--- src/rtl/spi_sipo_slave.sv ---
// SPI slave shift block: oversampled serial-in/parallel-out receive and parallel-in/serial-out transmit.
// Optional macro SPI_SIPO_OVERRUN_EN: drop words completing while dout is unconsumed and raise sticky overrun.
module spi_sipo_slave #(
    parameter int WIDTH     = 8,
    parameter int MODE      = 0,
    parameter int MSB_FIRST = 1
) (
    input  logic             clk,
    input  logic             rst,
    input  logic             sclk,
    input  logic             ss,
    input  logic             din,
    output logic             siso,
    output logic [WIDTH-1:0] dout,
    output logic             dout_valid,
    input  logic             dout_ready,
    input  logic [WIDTH-1:0] tx_data,
    output logic             overrun
);
    localparam logic          CPOL = ((MODE >> 1) & 1) != 0;
    localparam logic          CPHA = (MODE & 1) != 0;
    localparam int            CW   = $clog2(WIDTH);
    localparam logic [CW-1:0] LAST = CW'(WIDTH - 1);

    typedef enum logic {IDLE, ACTIVE} state_t;

    function automatic logic head(input logic [WIDTH-1:0] w);
        return (MSB_FIRST != 0) ? w[WIDTH-1] : w[0];
    endfunction

    function automatic logic [WIDTH-1:0] shift_tx(input logic [WIDTH-1:0] w);
        return (MSB_FIRST != 0) ? {w[WIDTH-2:0], 1'b0} : {1'b0, w[WIDTH-1:1]};
    endfunction

    function automatic logic [WIDTH-1:0] shift_rx(input logic [WIDTH-1:0] w, input logic b);
        return (MSB_FIRST != 0) ? {w[WIDTH-2:0], b} : {b, w[WIDTH-1:1]};
    endfunction

    logic             sclk_s1_q, sclk_s2_q, sclk_p_q;
    logic             ss_s1_q, ss_s2_q, ss_p_q;
    logic             din_s1_q, din_s2_q;
    logic [1:0]       settle_q, settle_d;
    logic             armed_q, armed_d;
    state_t           state_q, state_d;
    logic [CW-1:0]    cnt_q, cnt_d;
    logic [WIDTH-1:0] rx_q, rx_d, tx_q, tx_d, dout_q, dout_d;
    logic             dout_valid_q, dout_valid_d;
    logic             siso_q, siso_d, first_q, first_d;
    logic             lead_edge, trail_edge, sample_edge, shift_edge, ss_fall, ss_rise;
    logic [WIDTH-1:0] tx_next;
`ifdef SPI_SIPO_OVERRUN_EN
    logic             overrun_q, overrun_d;
`endif

    assign lead_edge   = (sclk_p_q == CPOL) && (sclk_s2_q != CPOL);
    assign trail_edge  = (sclk_p_q != CPOL) && (sclk_s2_q == CPOL);
    assign sample_edge = CPHA ? trail_edge : lead_edge;
    assign shift_edge  = CPHA ? lead_edge : trail_edge;
    assign ss_fall     = ss_p_q && !ss_s2_q;
    assign ss_rise     = !ss_p_q && ss_s2_q;
    assign tx_next     = shift_tx(tx_q);

    always_comb begin
        state_d      = state_q;
        cnt_d        = cnt_q;
        rx_d         = rx_q;
        tx_d         = tx_q;
        dout_d       = dout_q;
        dout_valid_d = dout_valid_q;
        siso_d       = siso_q;
        first_d      = first_q;
        settle_d     = (settle_q == 2'd2) ? settle_q : settle_q + 2'd1;
        // A frame may only start once ss has been seen high with a flushed synchroniser.
        armed_d      = armed_q | ((settle_q == 2'd2) && ss_s2_q);
`ifdef SPI_SIPO_OVERRUN_EN
        overrun_d    = overrun_q;
`endif
        if (dout_valid_q && dout_ready) dout_valid_d = 1'b0;
        case (state_q)
            IDLE: begin
                siso_d = 1'b0;
                if (armed_q && ss_fall) begin
                    state_d = ACTIVE;
                    cnt_d   = '0;
                    tx_d    = tx_data;
                    first_d = CPHA;
                    siso_d  = CPHA ? 1'b0 : head(tx_data);
                end
            end
            ACTIVE: begin
                if (ss_rise) begin
                    state_d = IDLE;
                    cnt_d   = '0;
                    siso_d  = 1'b0;
                end else if (sample_edge) begin
                    rx_d = shift_rx(rx_q, din_s2_q);
                    if (cnt_q == LAST) begin
                        cnt_d   = '0;
                        tx_d    = tx_data;
                        first_d = 1'b1;
`ifdef SPI_SIPO_OVERRUN_EN
                        if (dout_valid_q && !dout_ready) begin
                            overrun_d = 1'b1;
                        end else begin
                            dout_d       = rx_d;
                            dout_valid_d = 1'b1;
                        end
`else
                        dout_d       = rx_d;
                        dout_valid_d = 1'b1;
`endif
                    end else begin
                        cnt_d = cnt_q + CW'(1);
                    end
                end else if (shift_edge) begin
                    // After a (re)load the first shift edge presents the head bit without advancing.
                    if (first_q) begin
                        siso_d  = head(tx_q);
                        first_d = 1'b0;
                    end else begin
                        tx_d   = tx_next;
                        siso_d = head(tx_next);
                    end
                end
            end
            default: state_d = IDLE;
        endcase
    end

    always_ff @(posedge clk) begin
        if (rst) begin
            sclk_s1_q    <= CPOL;
            sclk_s2_q    <= CPOL;
            sclk_p_q     <= CPOL;
            ss_s1_q      <= 1'b1;
            ss_s2_q      <= 1'b1;
            ss_p_q       <= 1'b1;
            settle_q     <= 2'd0;
            armed_q      <= 1'b0;
            state_q      <= IDLE;
            cnt_q        <= '0;
            dout_q       <= '0;
            dout_valid_q <= 1'b0;
            siso_q       <= 1'b0;
            first_q      <= 1'b0;
        end else begin
            sclk_s1_q    <= sclk;
            sclk_s2_q    <= sclk_s1_q;
            sclk_p_q     <= sclk_s2_q;
            ss_s1_q      <= ss;
            ss_s2_q      <= ss_s1_q;
            ss_p_q       <= ss_s2_q;
            settle_q     <= settle_d;
            armed_q      <= armed_d;
            state_q      <= state_d;
            cnt_q        <= cnt_d;
            dout_q       <= dout_d;
            dout_valid_q <= dout_valid_d;
            siso_q       <= siso_d;
            first_q      <= first_d;
        end
    end

    always_ff @(posedge clk) begin
        din_s1_q <= din;
        din_s2_q <= din_s1_q;
        rx_q     <= rx_d;
        tx_q     <= tx_d;
    end

`ifdef SPI_SIPO_OVERRUN_EN
    always_ff @(posedge clk) begin
        if (rst) overrun_q <= 1'b0;
        else     overrun_q <= overrun_d;
    end
    assign overrun = overrun_q;
`else
    assign overrun = 1'b0;
`endif

    assign siso       = siso_q;
    assign dout       = dout_q;
    assign dout_valid = dout_valid_q;
endmodule

--- config.mk ---
export PLATFORM = sky130hd
export DESIGN_NAME = spi_sipo_slave
export DESIGN_NICKNAME = d
export VERILOG_FILES = /design/src/rtl/spi_sipo_slave.sv
export SDC_FILE = /design/constraint.sdc
export NUM_CORES = 1
export LEC_CHECK = 0
export BUFFER_PORTS_ARGS = -buffer_cell sky130_fd_sc_hd__buf_2
export CAP_MARGIN = 25
export CORE_AREA = 2 2 66 68
export CTS_BUF_LIST = sky130_fd_sc_hd__clkbuf_8
export DETAILED_ROUTE_END_ITERATION = 7
export DIE_AREA = 0 0 68 70
export PLACE_DENSITY_LB_ADDON = 0.25
export SLEW_MARGIN = 20
export SYNTH_ARGS = -nofsm -noshare
export SYNTH_HDL_FRONTEND = slang
export SYNTH_SLANG_ARGS = --single-unit
--- constraint.sdc ---
create_clock -name clk -period 3.5 [get_ports clk]
set_input_delay 0.35 -clock clk [delete_from_list [all_inputs] [get_ports clk]]
set_output_delay 0.35 -clock clk [all_outputs]
set_load 0.02 [all_outputs]
==> metrics.yaml, run 1 <==
route:
  ant_nets: 0
  viasPerCell: 4.69
  routed_wl_um: 2370
  wl_per_cell_um: 11.8
  first_pass_iters: 3
  drc: 0
  drt_iter0_markers: 42
  via_count: 942
finish:
  fillers: 409
  syn_to_final_growth_pct: 15.1
  antenna-diode-count: 0
  final_nets: 166
  mostFrequentLayoutCells: "26 x dfxtp_1, 24 x buf_2, 18 x nor2_1"
  final_common_cell: "dfxtp_1"
  drive_gt1_share_pct: 28.2
timing:
  worstMarginPinSlew_ns: 0.624
  skew_ns: 0.00177
  clock.fmax_mhz: 531
  setup_tns_ns: 0
  layout_min_cycle_time_ns: 1.88
  holdWs_ns: 0.165
  rsz0062_at_grt: "false"
  hold_viol: 0
  setup_violations: 0
  relSlewSlack_pct: 58.3
  finalCritPeriodShare_pct: 53.8
  finalMaxSlewViolations: 0
global_route:
  antenna_found_initial: 0
  grt_use_total_pct: 11.4
  grt_start_max_net_pins: 25
  grt_pass1_wl_um: 4060
  grt_pass1_vias: 979
  global_route.overflow_total: 0
worst_setup_path:
  cpMaxStageDelayCell: "a311oi_1"
  cp_max_fo: 5
  slowest_delay_ns: 0.50
  path_class: "reg -> reg"
  path_common_cell: "ha_1"
  critPathLaunchType: "flop"
  path_cells: "ha_1 > ha_1 > a211oi_1 > a311oi_1 > buf_2"
  endpoint_kind: "flop"
  critPathBufInv: 1
  rrSetupSlack_ns: 1.62
  path_delay_family: "compound AO/OA/AOI/OAI gates"
  crit_arrival_ns: 1.88
  cp_data_required_time_ns: 3.49
die:
  rows: 24
  core_area_um2: 4140
  die_width_um: 68
  die_h_um: 70
  dieArea_um2: 4760
  ioPinCount: 25
  start_util_pct: 37.3
yosys:
  syn_area_per_cell_um2: 12.6
  synth_edf_count: 15
  syn_inst: 123
  synthArstFlopShare_pct: 0
  syn_nets: 141
  synth_cell_types: 34
  synth_area_um2: 1550
  synthFlopType: "dfxtp_1"
  ys_ff_latch: 41
  yosysWarnings: 0
  yosysSeqAreaShare_pct: 62.8
clocking:
  cts_resized: 0
  clk_pin_slew_ns: 0.07
  cts.hold.buffers_added: 0
  root_buffer: "clkbuf_8"
  numCtsBuffers: 5
  clock_path_buffers: 2
  htree_levels: 2
  cts_tree: "built"
  clock-sinks: 41
  clk_latency_ns: 0.28
  cts_setup_buffers: 0
power:
  power.density_nw_per_um2: 494
  p_leak_nw: 0.774
  irDropWorstVdd_mv: 0.368
job:
  drv_cap: 0
place:
  dp_hpwl_um: 1730
  portBuffers: 23
  gp_congestion: 0.689
min_path:
  hold_class: "in -> reg"
status:
  status: "finished clean"
cells by family (layout without fill, tap and decap cells):
group,Yosys count,in the layout,synth area share (%)
compound gates,14,14,6.48
mux,16,16,10.9
xor+xnor,1,1,0.567
flops,41,41,62.8
other cells,1,1,0.243
simple gates,38,38,13.1
buf+inv,8,34,2.59
fa+ha+maj,4,4,3.24
metrics by stage:
| stage | setup slack, ns | total power, mW | std cells | utilization (%) | instance area (um^2) |
|---|---|---|---|---|---|
| global placement | 1.46 | 0.610 | 192 | 40.9 | 1690 |
| floorplan | 1.67 | 0.596 | 123 | - | 1550 |
| finish | 1.62 | 0.879 | 201 | 42.9 | 1780 |
| detailed placement | 1.63 | 0.619 | 193 | 41.0 | 1700 |
| global route | 1.49 | 0.930 | 201 | 42.9 | 1780 |
| CTS | 1.63 | 0.895 | 201 | 42.9 | 1780 |
per-layer routing:
metal	global-route usage, %	up-vias	part of all wire [%]
met4	5.33	0	2.3
met2	19.5	18	48
met5	0	-	0
met3	3.38	7	4.1
li1	-	477	-
met1	12.4	440	45
worst register-to-register path, cell delays in order, from the launching register on:
cell and delay [ns]:
dfxtp_1 0.36, ha_1 0.19, ha_1 0.18, a211oi_1 0.09, a311oi_1 0.50, buf_2 0.28
layout make-up:
cell class	count	area (um^2)	area share [%]
multi-input cells	74	534	30.0
repair buffers	24	120	6.76
clock inverters	3	11.3	0.633
flip-flops and latches	41	971	54.6
well taps	52	65.1	3.66
inverters	2	7.51	0.422
clock buffers	5	68.8	3.87
synth_stat cells (2+ instances only):
| cell type | count | area (um^2) |
|---|---|---|
| dfxtp_1 | 26 | 521 |
| nor2_1 | 18 | 67.6 |
| edfxtp_1 | 15 | 450 |
| mux2i_1 | 9 | 90.1 |
| mux2_2 | 7 | 78.8 |
| a21oi_1 | 4 | 20.0 |
| ha_1 | 4 | 50.1 |
| nor2b_1 | 4 | 25.0 |
| a32oi_1 | 3 | 26.3 |
| or2_2 | 3 | 18.8 |
| a311oi_1 | 2 | 17.5 |
| buf_2 | 2 | 10.0 |
| buf_4 | 2 | 15.0 |
| clkbuf_1 | 2 | 7.51 |
| inv_1 | 2 | 7.51 |
| nand2_1 | 2 | 7.51 |
sequential cells by signal, indices dropped and copies added, names as in the netlist, 2 cells and up:
name and count:
cnt_q 3, tx_q 8, dout 8, settle_q 2
rx_q 7
report_power, final:
| part | switching [mW] | total [mW] | internal (mW) |
|---|---|---|---|
| clock network | 0.141 | 0.273 | 0.133 |
| logic | 0.0396 | 0.0756 | 0.0360 |
| registers | 0.0127 | 0.530 | 0.518 |
| total | 0.193 | 0.879 | 0.686 |
final timing paths:
kind | start | end | cells past startpoint
hold / removal | din | din_s1_q | 1
hold reg to reg | din_s1_q | din_s2_q | 0
setup reg to reg | cnt_q[0] | tx_q[0] | 5
setup / recovery | cnt_q[0] | tx_q[0] | 5
Note: power is estimated with default switching activity, not from simulation.
==> run 2: changes to the inputs <==
==> constraint.sdc (replaced) <==
create_clock -name clk -period 1.8 [get_ports clk]
set_input_delay 0.18 -clock clk [delete_from_list [all_inputs] [get_ports clk]]
set_output_delay 0.18 -clock clk [all_outputs]
set_load 0.02 [all_outputs]
==> run 2 against run 1 <==
  * Sequential share of layout area fell by 1.4 points
  * Combinational power rose by 100%
  * Global-route usage barely moved
  * Sequential power rose by 94%
  * Clock-buffer cell count did not move
  * Utilization rose by 1.1 points
  * Power rose by 97%
  * Via count rose by 4.0%
  * Register-to-register slack got worse by 1.4 ns
  * Non-clock buffer count rose by 3
  * Clock power rose by 100%
  * Critical endpoint is now tx_q[6]
  * Highest routed layer unchanged
==> metrics.yaml, run 2 (same netlist as run 1, synthesis figures left out) <==
status:
  status: "finished clean"
route:
  ant_nets: 0  # unchanged
  wl_per_cell_um: 11.7  # -0.51%
  first_pass_iters: 4  # +1
  routed_wl_um: 2390  # +0.97%
  viasPerCell: 4.80  # +2.5%
  drt_iter0_markers: 61  # +45%
  drc: 0  # unchanged
  via_count: 980  # +4.0%
worst_setup_path:
  cp_data_required_time_ns: 1.73  # -1.76 ns
  path_class: "reg -> reg"
  crit_arrival_ns: 1.56  # -0.32 ns
  cp_max_fo: 8  # +3
  rrSetupSlack_ns: 0.17  # -1.45 ns
  startpoint: "cnt_q[0]"
  critPathLaunchType: "flop"
  reg2reg_from: "cnt_q[0]"
  endpoint_kind: "flop"
finish:
  fillers: 398  # -2.7%
  antenna-diode-count: 0  # unchanged
  drive_gt1_share_pct: 30.9  # +2.7 points
  syn_to_final_growth_pct: 18.1
  final_nets: 169  # +1.8%
  mostFrequentLayoutCells: "26 x dfxtp_1, 23 x buf_2, 18 x nor2_1"
  final_common_cell: "dfxtp_1"
die:
  ioPinCount: 25  # unchanged
  die_h_um: 70  # unchanged
  rows: 24  # unchanged
  die_width_um: 68  # unchanged
  dieArea_um2: 4760  # unchanged
  start_util_pct: 37.3  # unchanged
  core_area_um2: 4140  # unchanged
min_path:
  hold_class: "in -> reg"
  worstHoldStart: "ss"
timing:
  hold_viol: 0  # unchanged
  holdWs_ns: 0.0762  # -0.0888 ns
  worstMarginPinSlew_ns: 0.522  # -0.102 ns
  rsz0062_at_grt: "false"
  relSlewSlack_pct: 64.9  # +6.6 points
  setup_violations: 0  # unchanged
  setup_tns_ns: 0  # unchanged
  clock.fmax_mhz: 614  # +16%
  finalMaxSlewViolations: 0  # unchanged
  layout_min_cycle_time_ns: 1.63  # -0.255 ns
  skew_ns: 0.00491  # +0.00314 ns
  finalCritPeriodShare_pct: 90.5  # +37 points
global_route:
  grt_pass1_vias: 933  # -4.7%
  grt_pass1_wl_um: 4040  # -0.35%
  antenna_found_initial: 0  # unchanged
  grt_start_max_net_pins: 25  # unchanged
  grt_use_total_pct: 11.3  # -0.018 points
  global_route.overflow_total: 0  # unchanged
power:
  power.density_nw_per_um2: 947  # +92%
  intPower_mw: 1.34  # +96%
  switching_share_pct: 22.4  # +0.44 points
  clkPwrFrac_pct: 31.6  # +0.5 points
  switching_power_mw: 0.387  # +100%
  pwr-share-seq_pct: 59.5  # -0.8 points
  comb_power_share_pct: 8.9  # +0.3 points
  p_leak_nw: 0.788  # +1.7%
  irDropWorstVdd_mv: 0.462  # +25%
job:
  drv_cap: 0  # unchanged
clocking:
  cts_tree: "built"
  cts_setup_buffers: 0  # unchanged
  htree_levels: 2  # unchanged
  clock_path_buffers: 2  # unchanged
  clk_pin_slew_ns: 0.07  # about the same
  clock-sinks: 41  # unchanged
  clk_latency_ns: 0.28  # about the same
  root_buffer: "clkbuf_8"
  numCtsBuffers: 5  # unchanged
place:
  gp_congestion: 0.715  # +3.7%
  portBuffers: 23  # unchanged
  dp_hpwl_um: 1700  # -1.3%
-- run 2: metal layers --
layer	global-route usage [%]	part of all wire, %
met1	14.5	46
met3	4.35	5.3
met5	0	0
met4	4.67	1.8
met2	16.9	47
-- run 2: path summary, 6_finish.rpt --
kind,to,cells after the start
worst max register to register,tx_q[6],4
worst min register to register,din_s2_q,0
worst max-delay path,tx_q[6],4
worst min-delay path,ss_s1_q,2
-- run 2: final cells by class --
cell class | count | area, um^2 | share of cell area (%)
clock buffers | 5 | 68.8 | 3.77
clock inverters | 3 | 13.8 | 0.754
inverters | 2 | 7.51 | 0.411
multi-input cells | 74 | 552 | 30.2
flip-flops and latches | 41 | 971 | 53.2
well taps | 52 | 65.1 | 3.56
repair buffers | 27 | 148 | 8.09
-- run 2: timing repair --
action / CTS / global route
hold buffers: 1 / 0
endpoints found under the hold margin: 1 / 0
setup endpoints to repair: 0 / 8
gates resized for setup: 0 / 1
-- run 2: worst max-delay path: stages (launching register included) --
cell	delay, ns
dfxtp_1	0.36
ha_1	0.19
ha_1	0.17
a211oi_1	0.11
a311oi_4	0.44
-- run 2: through the flow --
| stage | setup slack, ns | area, um^2 | power, mW | instances | utilization (%) |
|---|---|---|---|---|---|
| 6_report | 0.171 | 1830 | 1.73 | 204 | 44.1 |
| 5_1_grt | 0.0185 | 1830 | 1.84 | 204 | 44.1 |
| 4_1_cts | 0.0261 | 1810 | 1.75 | 204 | 43.8 |
| 3_5_place_dp | 0.0373 | 1720 | 1.20 | 195 | 41.5 |
| 3_3_place_gp | 0.103 | 1720 | 1.19 | 195 | 41.5 |
| 2_1_floorplan | 0.232 | 1550 | 1.16 | 123 | - |
-- run 2: power groups by stage --
stage	combinational (mW)	sequential, mW	clock [mW]
after floorplan	0.116	1.04	0
after global placement	0.142	1.05	0
after CTS	0.154	1.03	0.569
final	0.154	1.03	0.546
after global routing	0.181	1.04	0.622
after detailed placement	0.151	1.05	0
==> run 3: changes to the inputs <==
--- a/config.mk
+++ b/config.mk
@@ -7,10 +7,10 @@
 export LEC_CHECK = 0
 export BUFFER_PORTS_ARGS = -buffer_cell sky130_fd_sc_hd__buf_2
 export CAP_MARGIN = 25
-export CORE_AREA = 2 2 66 68
+export CORE_AREA = 2 2 57 59
 export CTS_BUF_LIST = sky130_fd_sc_hd__clkbuf_8
 export DETAILED_ROUTE_END_ITERATION = 7
-export DIE_AREA = 0 0 68 70
+export DIE_AREA = 0 0 59 61
 export PLACE_DENSITY_LB_ADDON = 0.25
 export SLEW_MARGIN = 20
 export SYNTH_ARGS = -nofsm -noshare
==> run 3 against run 2 <==
  * Via count decreased by 0.41%
  * Final cell count shrank 8.8%
  * Sequential power about the same
  * Clock-buffer cell count stayed put
  * Clock power down 1%
  * Worst hold slack gained 0.0041 ns
  * Cell area fell by 0.21%
  * Fmax shrank 2.0%
  * Register-to-register slack lost 0.03 ns
  * Clock skew down 0.0021 ns
  * Critical endpoint unchanged
==> metrics.yaml, run 3 (same netlist as run 1, synthesis figures left out) <==
place:
  portBuffers: 23  # unchanged
  post-place-ws_ns: -0.0127  # -0.0500 ns
  dp_hpwl_um: 1730  # +1.3%
  dp.cells: 176  # -9.7%
  gp_congestion: 0.885  # +24%
timing:
  holdWs_ns: 0.0804  # +0.00414 ns
  finalMaxSlewViolations: 0  # unchanged
  worstMarginPinSlew_ns: 0.557  # +0.0352 ns
  hold_viol: 0  # unchanged
  setup_violations: 0  # unchanged
  clock.fmax_mhz: 602  # -2.0%
  layout_min_cycle_time_ns: 1.66  # +0.0337 ns
  final.setup.worst_slack_ns: 0.138  # -0.0337 ns
  relSlewSlack_pct: 62.5  # -2.4 points
  skew_ns: 0.00278  # -0.00213 ns
  finalCritPeriodShare_pct: 92.3  # +1.9 points
  rsz0062_at_grt: "false"
global_route:
  grt_pass1_wl_um: 3950  # -2.2%
  grt_pass1_vias: 944  # +1.2%
  global_route.overflow_total: 0  # unchanged
  grt_start_max_net_pins: 25  # unchanged
  grt_use_total_pct: 15.3  # +3.9 points
  antenna_found_initial: 0  # unchanged
min_path:
  hold_class: "in -> reg"
power:
  power.density_nw_per_um2: 949  # +0.15%
  clkPwrFrac_pct: 31.1  # -0.5 points
  comb_power_share_pct: 9.3  # +0.4 points
  irDropWorstVdd_mv: 0.706  # +53%
  switching_share_pct: 22.1  # -0.29 points
  intPower_mw: 1.35  # +0.32%
  switching_power_mw: 0.382  # -1.4%
  p_leak_nw: 0.797  # +1.2%
  pwr-share-seq_pct: 59.5  # about the same
clocking:
  clock_path_buffers: 2  # unchanged
  numCtsBuffers: 5  # unchanged
  htree_levels: 2  # unchanged
  clk_latency_ns: 0.28  # about the same
  root_buffer: "clkbuf_8"
  cts_tree: "built"
  clock-sinks: 41  # unchanged
  clk_pin_slew_ns: 0.07  # about the same
die:
  core_area_um2: 2950  # -29%
  rows: 20  # -17%
  dieArea_um2: 3600  # -24%
  ioPinCount: 25  # unchanged
  die_h_um: 61  # -13%
  die_width_um: 59  # -13%
  start_util_pct: 52.3  # +15 points
route:
  drt_iter0_markers: 13  # -79%
  wl_per_cell_um: 12.7  # +8.2%
  viasPerCell: 5.25  # +9.2%
  ant_nets: 0  # unchanged
  drc: 0  # unchanged
  routed_wl_um: 2360  # -1.3%
  first_pass_iters: 4  # unchanged
  via_count: 976  # -0.41%
worst_setup_path:
  cp_data_required_time_ns: 1.85  # +0.12 ns
  endpoint_kind: "flop"
  cpMaxStageDelayCell: "a211oi_1"
  slowest_delay_ns: 0.41  # -0.03 ns
  path_delay_family: "compound AO/OA/AOI/OAI gates"
  crit_arrival_ns: 1.71  # +0.15 ns
  path_cells: "ha_1 > ha_1 > a211oi_1 > a311oi_4 > buf_12"
  critPathLaunchType: "flop"
  path_class: "reg -> reg"
  cp_max_fo: 8  # unchanged
  critPathBufInv: 1  # +1
  path_common_cell: "ha_1"
finish:
  syn_to_final_growth_pct: 17.9
  final_common_cell: "dfxtp_1"
  stdcell_count: 186  # -8.8%
  antenna-diode-count: 0  # unchanged
  mostFrequentLayoutCells: "26 x dfxtp_1, 23 x buf_2, 18 x nor2_1"
  final_nets: 170  # +0.59%
  drive_gt1_share_pct: 31.4  # +0.45 points
status:
  status: "finished clean"
job:
  drv_cap: 0  # unchanged
run 3: cell count changes in the layout (fill, tap and decap cells not counted), sizes merged:
cell  previous run  this run
buf             26        27
run 3: path summary, 6_finish.rpt:
check        startpoint  endpoint  slack [ns]  cells after the start
max reg2reg    cnt_q[0]   tx_q[6]        0.14                      5
min                  ss   ss_s1_q        0.08                      2
min reg2reg    din_s1_q  din_s2_q        0.33                      0
max            cnt_q[0]   tx_q[6]        0.14                      5
run 3: area by class of cell:
class / count / area (um^2)
Clock buffer: 5 / 68.8
Clock inverter: 3 / 13.8
Fill cell: 247 / 1130
Inverter: 2 / 7.51
Multi-Input combinational cell: 74 / 552
Sequential cell: 41 / 971
Tap cell: 33 / 41.3
Timing Repair Buffer: 28 / 168
run 3: worst register-to-register path: stages (launching register included):
cell	delay [ns]
dfxtp_1	0.33
ha_1	0.23
ha_1	0.20
a211oi_1	0.41
a311oi_4	0.10
buf_12	0.17
run 3: routing by layer:
metal  up-vias  wire length, um  GRT usage (%)
li1        485                -              -
met1       472             1010           17.2
met2        15             1250           25.9
met3         4               68           4.69
met4         0               27           8.44
met5         -                0              0
run 3: power groups by stage:
stage               Combinational, mW  Sequential [mW]  Clock [mW]
floorplan                       0.116             1.04           0
global placement                0.141             1.05           0
detailed placement              0.153             1.05           0
CTS                             0.160             1.03       0.566
global route                    0.188             1.03       0.600
finish                          0.161             1.03       0.538
run 3: timing repair:
item	CTS	global route
setup buffers	0	1
endpoints found under the setup margin	8	8
resized for setup	1	0
pin swaps	0	1
endpoints found under the hold margin	1	0
hold buffers	1	0
run 3: stage by stage:
step	utilization, %	setup TNS [ns]	power [mW]	area [um^2]
after floorplan	-	0	1.16	1550
after global placement	57.5	0	1.19	1700
after detailed placement	57.5	-0.100	1.20	1700
after CTS	61.0	0	1.76	1800
after global routing	61.7	0	1.82	1820
final	61.7	0	1.73	1820
